File: src/rtl/rv_pkg.sv
// rtl/rv_pkg.sv - RV32I decode types, opcode constants and decoded-packet struct
// Purpose: shared definitions for the decode stage and its immediate generator.
// Ports: none (package).
package rv_pkg;

  localparam int XLEN = 32;

  typedef enum logic [3:0] {
    OC_ALU_R   = 4'h0,
    OC_ALU_I   = 4'h1,
    OC_LOAD    = 4'h2,
    OC_STORE   = 4'h3,
    OC_BRANCH  = 4'h4,
    OC_JAL     = 4'h5,
    OC_JALR    = 4'h6,
    OC_LUI     = 4'h7,
    OC_AUIPC   = 4'h8,
    OC_SYSTEM  = 4'h9,
    OC_FENCE   = 4'hA,
    OC_ILLEGAL = 4'hF
  } opclass_e;

  localparam logic [6:0] OP_ALU_R  = 7'b0110011;
  localparam logic [6:0] OP_ALU_I  = 7'b0010011;
  localparam logic [6:0] OP_LOAD   = 7'b0000011;
  localparam logic [6:0] OP_STORE  = 7'b0100011;
  localparam logic [6:0] OP_BRANCH = 7'b1100011;
  localparam logic [6:0] OP_JAL    = 7'b1101111;
  localparam logic [6:0] OP_JALR   = 7'b1100111;
  localparam logic [6:0] OP_LUI    = 7'b0110111;
  localparam logic [6:0] OP_AUIPC  = 7'b0010111;
  localparam logic [6:0] OP_SYSTEM = 7'b1110011;
  localparam logic [6:0] OP_FENCE  = 7'b0001111;

  typedef struct packed {
    logic [XLEN-1:0] pc;
    logic [31:0]     instr;
    opclass_e        opclass;
    logic [4:0]      rd;
    logic [4:0]      rs1;
    logic [4:0]      rs2;
    logic [2:0]      funct3;
    logic            funct7b5;
    logic [XLEN-1:0] imm;
    logic            illegal;
    logic            misalign;
  } decoded_t;

endpackage

File: src/rtl/rv_imm_gen.sv
// rtl/rv_imm_gen.sv - RV32I immediate format select and sign extension
// Purpose: builds the 32-bit immediate for the format implied by the op class.
// Ports:
//   i_instr   in  25  instruction bits [31:7] (opcode bits are not needed)
//   i_opclass in  4   decoded op class
//   o_imm     out 32  sign-extended immediate, 0 for R-type and illegal
module rv_imm_gen
  import rv_pkg::*;
(
  input  logic [31:7] i_instr,
  input  opclass_e    i_opclass,
  output logic [31:0] o_imm
);

  always_comb begin
    o_imm = '0;
    case (i_opclass)
      OC_ALU_I, OC_LOAD, OC_JALR, OC_SYSTEM, OC_FENCE:
        o_imm = {{20{i_instr[31]}}, i_instr[31:20]};
      OC_STORE:
        o_imm = {{20{i_instr[31]}}, i_instr[31:25], i_instr[11:7]};
      OC_BRANCH:
        o_imm = {{20{i_instr[31]}}, i_instr[7], i_instr[30:25], i_instr[11:8], 1'b0};
      OC_LUI, OC_AUIPC:
        o_imm = {i_instr[31:12], 12'b0};
      OC_JAL:
        o_imm = {{12{i_instr[31]}}, i_instr[19:12], i_instr[20], i_instr[30:21], 1'b0};
      default:
        o_imm = '0;
    endcase
  end

endmodule

File: src/rtl/id_stage.sv
// rtl/id_stage.sv - RV32I decode stage with skid buffer, JAL redirect and wrong-path discard
// Purpose: accepts pc/instruction packets from fetch, decodes them and presents a
// registered decoded packet to execute; resolves JAL early and redirects fetch.
// Ports:
//   clk, rst (async, active-high)
//   valid_i/ready_o/pc_i/instr_i        fetch packet stream (consumer side)
//   valid_o/ready_i/pc_o/instr_o/...     decoded packet stream to execute
//   branch_taken_o/branch_addr_o         one-cycle redirect to fetch
//   flush_i                              flush from execute, highest priority
module id_stage #(
  parameter int XLEN         = 32,
  parameter bit JAL_REDIRECT = 1'b1
) (
  input  logic            clk,
  input  logic            rst,
  input  logic            valid_i,
  output logic            ready_o,
  input  logic [XLEN-1:0] pc_i,
  input  logic [31:0]     instr_i,
  output logic            valid_o,
  input  logic            ready_i,
  output logic [XLEN-1:0] pc_o,
  output logic [31:0]     instr_o,
  output logic [3:0]      opclass_o,
  output logic [4:0]      rd_o,
  output logic [4:0]      rs1_o,
  output logic [4:0]      rs2_o,
  output logic [2:0]      funct3_o,
  output logic            funct7b5_o,
  output logic [XLEN-1:0] imm_o,
  output logic            illegal_o,
  output logic            misalign_o,
  output logic            branch_taken_o,
  output logic [XLEN-1:0] branch_addr_o,
  input  logic            flush_i
);
  import rv_pkg::*;

  opclass_e        w_opclass;
  logic [31:0]     w_imm;
  logic [XLEN-1:0] w_jal_target;
  logic            w_is_jal;
  logic            w_jal_misalign;
  logic            w_accept;
  logic            w_drop;
  logic            w_push;
  logic            w_redirect;
  logic            w_out_free;
  decoded_t        w_dec;

  decoded_t        r_out;
  decoded_t        r_skid;
  logic            r_out_valid;
  logic            r_skid_valid;
  logic            r_ready;
  logic            r_shadow;
  logic [XLEN-1:0] r_shadow_pc;
  logic            r_br_taken;
  logic [XLEN-1:0] r_br_addr;

  // Every legal opcode ends in 2'b11, so a bad instr[1:0] falls to ILLEGAL.
  always_comb begin
    w_opclass = OC_ILLEGAL;
    case (instr_i[6:0])
      OP_ALU_R:  w_opclass = OC_ALU_R;
      OP_ALU_I:  w_opclass = OC_ALU_I;
      OP_LOAD:   w_opclass = OC_LOAD;
      OP_STORE:  w_opclass = OC_STORE;
      OP_BRANCH: w_opclass = OC_BRANCH;
      OP_JAL:    w_opclass = OC_JAL;
      OP_JALR:   w_opclass = OC_JALR;
      OP_LUI:    w_opclass = OC_LUI;
      OP_AUIPC:  w_opclass = OC_AUIPC;
      OP_SYSTEM: w_opclass = OC_SYSTEM;
      OP_FENCE:  w_opclass = OC_FENCE;
      default:   w_opclass = OC_ILLEGAL;
    endcase
  end

  rv_imm_gen u_imm_gen (
    .i_instr   (instr_i[31:7]),
    .i_opclass (w_opclass),
    .o_imm     (w_imm)
  );

  assign w_jal_target   = pc_i + w_imm;
  assign w_is_jal       = JAL_REDIRECT && (w_opclass == OC_JAL);
  assign w_jal_misalign = w_is_jal && (w_jal_target[1:0] != 2'b00);

  // ready_o is registered as "skid empty", so an accept never targets a full skid.
  assign w_accept   = valid_i && r_ready;
  // Wrong-path packets are still accepted (fetch keeps flowing) but discarded here.
  assign w_drop     = r_shadow && (pc_i != r_shadow_pc);
  assign w_push     = w_accept && !w_drop && !flush_i;
  assign w_redirect = w_push && w_is_jal && !w_jal_misalign;
  assign w_out_free = !r_out_valid || ready_i;

  always_comb begin
    w_dec          = '0;
    w_dec.pc       = pc_i;
    w_dec.instr    = instr_i;
    w_dec.opclass  = w_opclass;
    w_dec.rd       = instr_i[11:7];
    w_dec.rs1      = instr_i[19:15];
    w_dec.rs2      = instr_i[24:20];
    w_dec.funct3   = instr_i[14:12];
    w_dec.funct7b5 = instr_i[30];
    w_dec.imm      = w_imm;
    w_dec.illegal  = (w_opclass == OC_ILLEGAL);
    w_dec.misalign = w_jal_misalign;
  end

  always_ff @(posedge clk or posedge rst) begin
    if (rst) begin
      r_out        <= '0;
      r_skid       <= '0;
      r_out_valid  <= 1'b0;
      r_skid_valid <= 1'b0;
      r_ready      <= 1'b0;
      r_shadow     <= 1'b0;
      r_shadow_pc  <= '0;
      r_br_taken   <= 1'b0;
      r_br_addr    <= '0;
    end else if (flush_i) begin
      r_out        <= '0;
      r_skid       <= '0;
      r_out_valid  <= 1'b0;
      r_skid_valid <= 1'b0;
      r_ready      <= 1'b1;
      r_shadow     <= 1'b0;
      r_br_taken   <= 1'b0;
    end else begin
      r_br_taken <= w_redirect;
      // A matching JAL inside the shadow re-arms it rather than clearing it.
      if (w_redirect) begin
        r_br_addr   <= w_jal_target;
        r_shadow    <= 1'b1;
        r_shadow_pc <= w_jal_target;
      end else if (w_accept && r_shadow && !w_drop) begin
        r_shadow <= 1'b0;
      end

      if (w_out_free) begin
        // Skid is older than anything arriving now; it drains first.
        if (r_skid_valid) begin
          r_out        <= r_skid;
          r_out_valid  <= 1'b1;
          r_skid_valid <= 1'b0;
        end else begin
          r_out_valid <= w_push;
          if (w_push) begin
            r_out <= w_dec;
          end
        end
        r_ready <= 1'b1;
      end else if (w_push) begin
        r_skid       <= w_dec;
        r_skid_valid <= 1'b1;
        r_ready      <= 1'b0;
      end
    end
  end

  assign ready_o        = r_ready;
  assign valid_o        = r_out_valid;
  assign pc_o           = r_out.pc;
  assign instr_o        = r_out.instr;
  assign opclass_o      = r_out.opclass;
  assign rd_o           = r_out.rd;
  assign rs1_o          = r_out.rs1;
  assign rs2_o          = r_out.rs2;
  assign funct3_o       = r_out.funct3;
  assign funct7b5_o     = r_out.funct7b5;
  assign imm_o          = r_out.imm;
  assign illegal_o      = r_out.illegal;
  assign misalign_o     = r_out.misalign;
  assign branch_taken_o = r_br_taken;
  assign branch_addr_o  = r_br_addr;

endmodule

File: config.mk
export PLATFORM = sky130hd
export DESIGN_NAME = id_stage
export DESIGN_NICKNAME = d
export VERILOG_FILES = /design/src/rtl/rv_pkg.sv /design/src/rtl/rv_imm_gen.sv /design/src/rtl/id_stage.sv
export SDC_FILE = /design/constraint.sdc
export NUM_CORES = 1
export LEC_CHECK = 0
export CAP_MARGIN = 20
export CORE_ASPECT_RATIO = 0.8
export CORE_MARGIN = 1.5
export CORE_UTILIZATION = 55
export CTS_CLUSTER_SIZE = 16
export DETAILED_ROUTE_END_ITERATION = 16
export PLACE_DENSITY_LB_ADDON = 0.1
export SYNTH_ARGS = -nofsm -noshare
export SYNTH_HDL_FRONTEND = slang
export SYNTH_SLANG_ARGS = --single-unit
File: constraint.sdc
create_clock -name clk -period 17.4 [get_ports clk]
set_clock_uncertainty 0.05 [all_clocks]
set_input_delay 1.74 -clock clk [delete_from_list [all_inputs] [get_ports clk]]
set_output_delay 1.74 -clock clk [all_outputs]
set_load 0.03 [all_outputs]
Yosys cells after proc, flatten, opt, wreduce, memory -nomap -nowiden
Cells that the tools add are included.

operators by class
  reductions and logical operators = 25
  bitwise operators = 1
  equality and inequality tests = 24
  add/subtract/negate cells = 1
  muxes and demuxes = 21

operator list
  kind                  number
  $mux W121             6
  $pmux W32 S5          1
  $pmux W4 S11          1
  $add A32 B32 Y32      1
  $ne A32 B32 Y1        1
  $eq A7 B7 Y1 const B  4
  $eq A7 B6 Y1 const B  3
  $eq A4 B3 Y1 const B  4
  $eq A4 B4 Y1 const B  4
  $eq A7 B5 Y1 const B  2
  $mux W1               13
  $logic_and A1 B1 Y1   9
  $reduce_bool A3 Y1    3
  $eq A4 B2 Y1 const B  2
  $eq A7 B2 Y1 const B  1
  $eq A7 B4 Y1 const B  1
  $reduce_and A2 Y1     3
  $reduce_bool A2 Y1    3
  $reduce_or A5 Y1      1
  $eq A4 B1 Y1 const B  1
  $logic_not A1 Y1      4
  $ne A2 B2 Y1 const B  1
  $reduce_or A2 Y1      1
  $logic_or A1 B1 Y1    1
  $not A1 Y1            1

word-level totals
  bits in registers = 279

Depth between registers and ports, before layout
  word-level depth = 12
  depth in mapped cells = 19
  depth with buffers taken out = 18

Modules after synthesis
A second synthesis with hierarchy kept.

unflattened totals
  cell total of the unflattened synthesis = 1,255
  area total of the unflattened synthesis = 13,588.0 um2

modules (own cells, without submodules)
  module      area an instance (um2)  seq. area each (um2)  times used  cells an instance
  id_stage    12,948.7                6,030.8               1           1,158
  rv_imm_gen  639.4                   0.0                   1           97

Worst setup path before layout
Ideal clock, no wire load.

  path kind = input-to-reg
  start point = in instr_i[2]
  end point = reg r_br_addr[28] (netlist: branch_addr_o[28])
  path slack = 12,145 ps
  buffers on the path = 2
  arrival = 5,071 ps
  data required time = 17,216 ps
  stages on the path = 18
  path through = buf_2 > nor2b_1 > a21oi_1 > nor3_1 > o21a_1 > nor2_1 > nor2b_1 > ha_1 > clkbuf_1 > a21oi_1 > nand2_1 > a311o_1 > a41o_1 > o211ai_1 > nand2_1 > o41ai_1 > xor2_1 > o21ai_0

between the ends
  cells in the longest elaborated chain, start to end = 11

ends and longest elaborated chain
  item                                                         line              source
  from (decl)                                                  id_stage.sv:19    input logic [31:0] instr_i,
  $eq A7 B4 Y1, or another cell as far along                   id_stage.sv:64    case (instr_i[6:0])
  $pmux W4 S11 (*)                                             id_stage.sv:64
  $eq A4 B1 Y1, or another cell as far along                   rv_imm_gen.sv:17  case (i_opclass)
  $reduce_or A5 Y1 / $reduce_or A2 Y1 (equally long branches)  rv_imm_gen.sv:17
  $pmux W32 S5                                                 rv_imm_gen.sv:17
  $add A32 B32 Y32                                             id_stage.sv:86    assign w_jal_target = pc_i + w_imm;
  $reduce_bool A2 Y1                                           id_stage.sv:88    assign w_jal_misalign = w_is_jal && (w_jal_target[1:0] != 2'b00);
  $logic_and A1 B1 Y1                                          id_stage.sv:88
  $logic_not A1 Y1                                             id_stage.sv:95    assign w_redirect = w_push && w_is_jal && !w_jal_misalign;
  $logic_and A1 B1 Y1                                          id_stage.sv:95
  $reduce_and A2 Y1 (no source line)                           -
  to (signal assigned)                                         id_stage.sv:136   r_br_addr <= w_jal_target;
  to (decl)                                                    id_stage.sv:59    logic [XLEN-1:0] r_br_addr;

Mark *: on every way between the ends. The rest lies on a longest branch, timed or not.
A chain may end at the register's enable or synchronous reset.

Worst setup path in the final report
  start point = in instr_i[4]
  end point = reg r_br_addr[31] (netlist: branch_addr_o[31])

Same word-level chain as after synthesis.

==> results.toml <==
[timing]
drv_slew = 0
relSlewSlack_pct = 29.3
rsz0062_at_grt = "false"
fin_crit_ns = 6.37
fmax_mhz = 157
setup_viol = 0
hold_viol = 0
fin_crit_sh_pct = 36.6
tightest_slew_ns = 1.06
setup_tns_ns = 0

[worst_setup_path]
cp-startpoint = "instr_i[4]"
reg2reg_to = "pc_o[21]$_DFFE_PP0P_"
rr_worst_depth = 9
regToRegStartpoint = "branch_addr_o[31]$_DFFE_PP0P_"
cp_data_required_time_ns = 17.72
start_kind = "input pin"
critPathKind = "in2reg"
critPathMaxFanout = 13
end_kind = "flop"
critPathCapture = "branch_addr_o[31]$_DFFE_PP0P_"
r2r_slack_ns = 14.02
cp.arrival_ns = 6.69

[clock_network]
cts-resized-gates = 0
clk_pin_slew_ns = 0.07
cts_buffers = 25
cts.sinks = 241
postCtsSetupRepairBufs = 0
clockRootBuffer = "clkbuf_16"
cts_tree = "done"
cts.htree.levels = 1
clk_path_buf_depth = 3
clock_latency_ns = 0.53
cts_hold_buf = 0

[logic_synthesis]
syn_nets = 1334
synth.most_common_cell = "dfrtp_1"
avgSynthCellArea_sq_um = 9.89
synth_ff_type = "dfrtp_1"
syn_inst = 1233
yosys_warnings = 0
seq_area_frac_synth_pct = 49.4
synth_edf_count = 0
synthTopCellsByArea = "dfrtp_1 49%, mux2i_1 6.7%, o21ai_0 6.5%"
netlist_top_cells_count = "241 x dfrtp_1, 180 x nand2_1, 158 x o21ai_0"
yosys.area.top_type_share_pct = 49.4
async_flop_share_pct = 100
yosys_register_bits = 241
syn_area_sq_mm = 0.0122
post-synth-top-area-cell = "dfrtp_1"
ys_types = 56

[global_routing]
overflow = 0
antenna_found_initial = 1
grt_pass1_vias = 9725
grt_pass1_wl_um = 55200
track_usage_pct = 30.8
grt_max_degree = 97

[pwr]
switchingPower_uw = 367
combPwrFrac_pct = 15.1
power.internal_uw = 958
ir_drop_v = 0.0000733
cellPowerDensity_mw_per_mm2 = 86.6
p_seq_share_pct = 44.6
p_leak_nw = 6.88
pwr-share-clk_pct = 40.4
p_sw_share_pct = 27.7

[detailed_routing]
drc = 0
drt-vias-per-instance = 5.98
wl_per_cell_um = 20.7
wl_um = 35500
drtIter0Drc = 1006
ant_nets = 0
vias = 10242
firstDrtPassIters = 6

[floorplan]
die_h_um = 136
initial_core_util_pct = 56.3
core_area_sq_mm = 0.0217
die_width_um = 170
io_pins = 225
die-area_sq_mm = 0.0231
row_count = 48

[placement]
hpwl_um = 24500
dp_cells = 1666
io_buffers = 224
routabilityCongestion = 0.965

[layout]
drive_gt1_share_pct = 4.53
syn2layout_area_growth_pct = 25.4
instances_no_fill = 1713
diodes = 0
nets = 1495

[worst_hold_path]
hold_class = "reg2reg"

[outcome]
status = "finished clean"

[job]
cap_viol_max_count = 0
## how the worst min path moves through the flow
stage                                 start                       to  slack (ns)  cells past startpoint
detailed placement  instr_o[25]$_DFFE_PP0P_  instr_o[25]$_DFFE_PP0P_        0.42                      2
global placement     r_skid[33]$_DFFE_PP0P_   r_skid[33]$_DFFE_PP0P_        0.41                      2
CTS                  r_skid[90]$_DFFE_PP0P_   r_skid[90]$_DFFE_PP0P_        0.43                      2
finish              instr_o[26]$_DFFE_PP0P_  instr_o[26]$_DFFE_PP0P_        0.43                      2
global route        instr_o[26]$_DFFE_PP0P_  instr_o[26]$_DFFE_PP0P_        0.44                      2
floorplan            r_skid[59]$_DFFE_PP0P_   r_skid[59]$_DFFE_PP0P_        0.40                      2
## final cells by class
cell class,count,area (sq um)
fillers,1704,6380
inverters,24,97.6
flip-flops and latches,241,6030
clock inverters,10,91.3
repair buffers,234,2340
clock buffers,36,727
multi-input cells,868,5640
well taps,300,375
## critical path, stage by stage
cell and delay, ns:
clkdlybuf4s50_1 0.76, nor2b_1 0.20, a21oi_1 0.22, nor3_1 0.07, o21a_1 0.27, nor2_1 0.71, nor2b_1 0.36, a21o_1 0.29
ha_1 0.41, nand2_1 0.07, a2111o_1 0.29, a31oi_1 0.32, o211ai_1 0.23, a211oi_1 0.33, a31oi_1 0.15, xnor2_1 0.16
o21ai_0 0.08
## cells in the final DEF (no fill, tap or decap), drive strengths merged, types with 4 or more instances in the layout
cell,count
nor2,44
buf,10
nand2,180
a221o,8
nand2b,9
a31oi,7
a211oi,7
a22o,89
nand3,10
clkdlybuf4s50,224
nand4,4
a21oi,64
clkinv,5
clkbuf,36
and2,6
xor2,49
inv,26
nor2b,11
dfrtp,241
a21o,23
o21a,5
nor3b,4
ha,31
xnor2,10
o21bai,4
nor4,11
and3,9
o21ai,159
nor3,13
mux2i,82
## sequential cells by signal, summed over array words and instances, names as in the netlist
signal,flops
branch_taken_o,1
pc_o,32
imm_o,32
r_skid,102
valid_o,1
illegal_o,1
branch_addr_o,32
ready_o,1
opclass_o,4
r_shadow,1
instr_o,32
r_skid_valid,1
misalign_o,1
## power groups by stage
stage          combinational (mW)  clock, mW  sequential (mW)
4_1_cts                     0.199      0.540            0.591
6_report                    0.200      0.535            0.591
3_5_place_dp                0.198          0            0.601
5_1_grt                     0.214      0.561            0.593
3_3_place_gp                0.197          0            0.600
2_1_floorplan              0.0893          0            0.625
## per-layer routing
| metal | part of all wire [%] | GRT usage (%) | vias to the layer above |
|---|---|---|---|
| met5 | 0 | 0 | - |
| met4 | 2.6 | 8.11 | 0 |
| met3 | 7.8 | 6.43 | 61 |
| met2 | 44 | 45.8 | 433 |
| met1 | 46 | 46.0 | 5050 |
| li1 | - | - | 4698 |
## logic make-up (layout without fill, tap and decap cells)
kind of cell | Yosys count | after routing | share of synthesized area [%]
compound gates | 390 | 390 | 20.6
fa+ha+maj | 32 | 32 | 3.34
simple gates | 305 | 305 | 11.0
flops | 241 | 241 | 49.4
buf+inv | 124 | 304 | 4.61
mux | 82 | 82 | 6.73
xor+xnor | 59 | 59 | 4.24
## through the flow
stage	setup WS, ns	hold slack, ns	cell area, sq um	utilization [%]	total power [mW]
after detailed placement	10.63	0.420	14500	66.7	0.799
final	11.03	0.429	15300	70.6	1.33
after CTS	11.11	0.433	15300	70.4	1.33
after floorplan	8.99	0.400	12200	-	0.715
after global placement	10.73	0.412	14500	66.7	0.797
after global routing	10.57	0.443	15300	70.6	1.37
Power figures use the tool's default switching activity.
==> patch, RTL diff (config.mk and constraints unchanged) <==
`JAL_REDIRECT`: 1'b1 -> 1'b0.
--- a/src/rtl/id_stage.sv
+++ b/src/rtl/id_stage.sv
@@ -11,3 +11,3 @@
   parameter int XLEN         = 32,
-  parameter bit JAL_REDIRECT = 1'b1
+  parameter bit JAL_REDIRECT = 1'b0
 ) (
Formal check against the unedited RTL: not equivalent (Yosys sat finds a counterexample within 4 cycles, from zero or initial values and one cycle with rst high).
==> patch against the unedited design <==
Final area shrank 23%; via count shrank 28%; synthesized area shrank 23%; sequential cell count shrank 36; routed wire length shrank 34%; power shrank 18%; sequential power shrank 14%; setup slack gained 2.1 ns; clock power shrank 23%; critical endpoint is now imm_o[2]$_DFFE_PP0P_.
==> patch: results (changes against the unedited design) <==
[setup_path]
crit_fanout=61  ; was 13
r2r_cells=6  ; was 9
critPathSlowestCell=nor2_4  ; was clkdlybuf4s50_1
crit_start=valid_i  ; was instr_i[4]
rrSetupSlack_ns=14.15  ; was 14.02 ns
arrival_ns=4.67  ; was 6.69 ns

[clock_network]
cts_buffers=20  ; was 25

[logic_synthesis]
synth-seq-area-share=0.545  ; was 0.494
synth_cell_types=53  ; was 56
netlist_area_mm2=0.00941  ; was 0.0122 mm2
synth_area_leaders=dfrtp_1, a22o_1, mux2i_1  ; was dfrtp_1, mux2i_1, o21ai_0
synthAdderAreaFrac=0  ; was 0.0334
synth_compound_area_frac=0.216  ; was 0.206

[finish]
layout-drive-gt1-share=0.0573  ; was 0.0453
largest_register_ffs=101  ; was 102

[detailed_routing]
met1_length_um=10800  ; was 16300 um
drt_iter0_markers=613  ; was 1006
dr_wl_met2_um=10800  ; was 15500 um
firstDrtPassIters=5  ; was 6
vias=7325  ; was 10200

[sta]
max_clock_freq_ghz=0.233  ; was 0.157 GHz
relSlewSlack=0.285  ; was 0.293

[grt]
grt_max_degree=128  ; was 97
grt_pass1_vias=6834  ; was 9725

[power]
switching_share=0.269  ; was 0.277
p_leak_nw=5.07  ; was 6.88 nW
combinationalPower_mw=0.169  ; was 0.200 mW

[placement]
port_buffers=190  ; was 224
gp_congestion=0.850  ; was 0.965

[run_status]
outcome=completed  ; unchanged

[min_path]
holdPathEnd=r_skid[13]$_DFFE_PP0P_  ; was instr_o[26]$_DFFE_PP0P_
min-delay-start=r_skid[13]$_DFFE_PP0P_  ; was instr_o[26]$_DFFE_PP0P_

[patch: cell types whose count changed in the layout (fill, tap and decap cells not counted), sizes merged, moves of 18 or more]
cell and change:
conb +34, nand2 -70, dfrtp -36, mux2i -18
clkdlybuf4s50 -34, nor2 -33, o21ai -41, a21oi -41
xor2 -48, ha -31, a221o +19, inv -19
[patch: final cells by class]
type / count / area [um2] / area share
Multi-Input combinational cell: 566 / 3690 / 0.314
Clock buffer: 34 / 614 / 0.0523
Sequential cell: 205 / 5130 / 0.437
Inverter: 7 / 33.8 / 0.00288
Timing Repair Buffer: 200 / 2000 / 0.170
Tap cell: 220 / 275 / 0.0234
[patch: routing by layer]
| layer | up-vias | track usage |
|---|---|---|
| li1 | 3339 | - |
| met3 | 31 | 0.0414 |
| met2 | 311 | 0.397 |
| met1 | 3644 | 0.408 |
| met5 | - | 0 |
| met4 | 0 | 0.0551 |
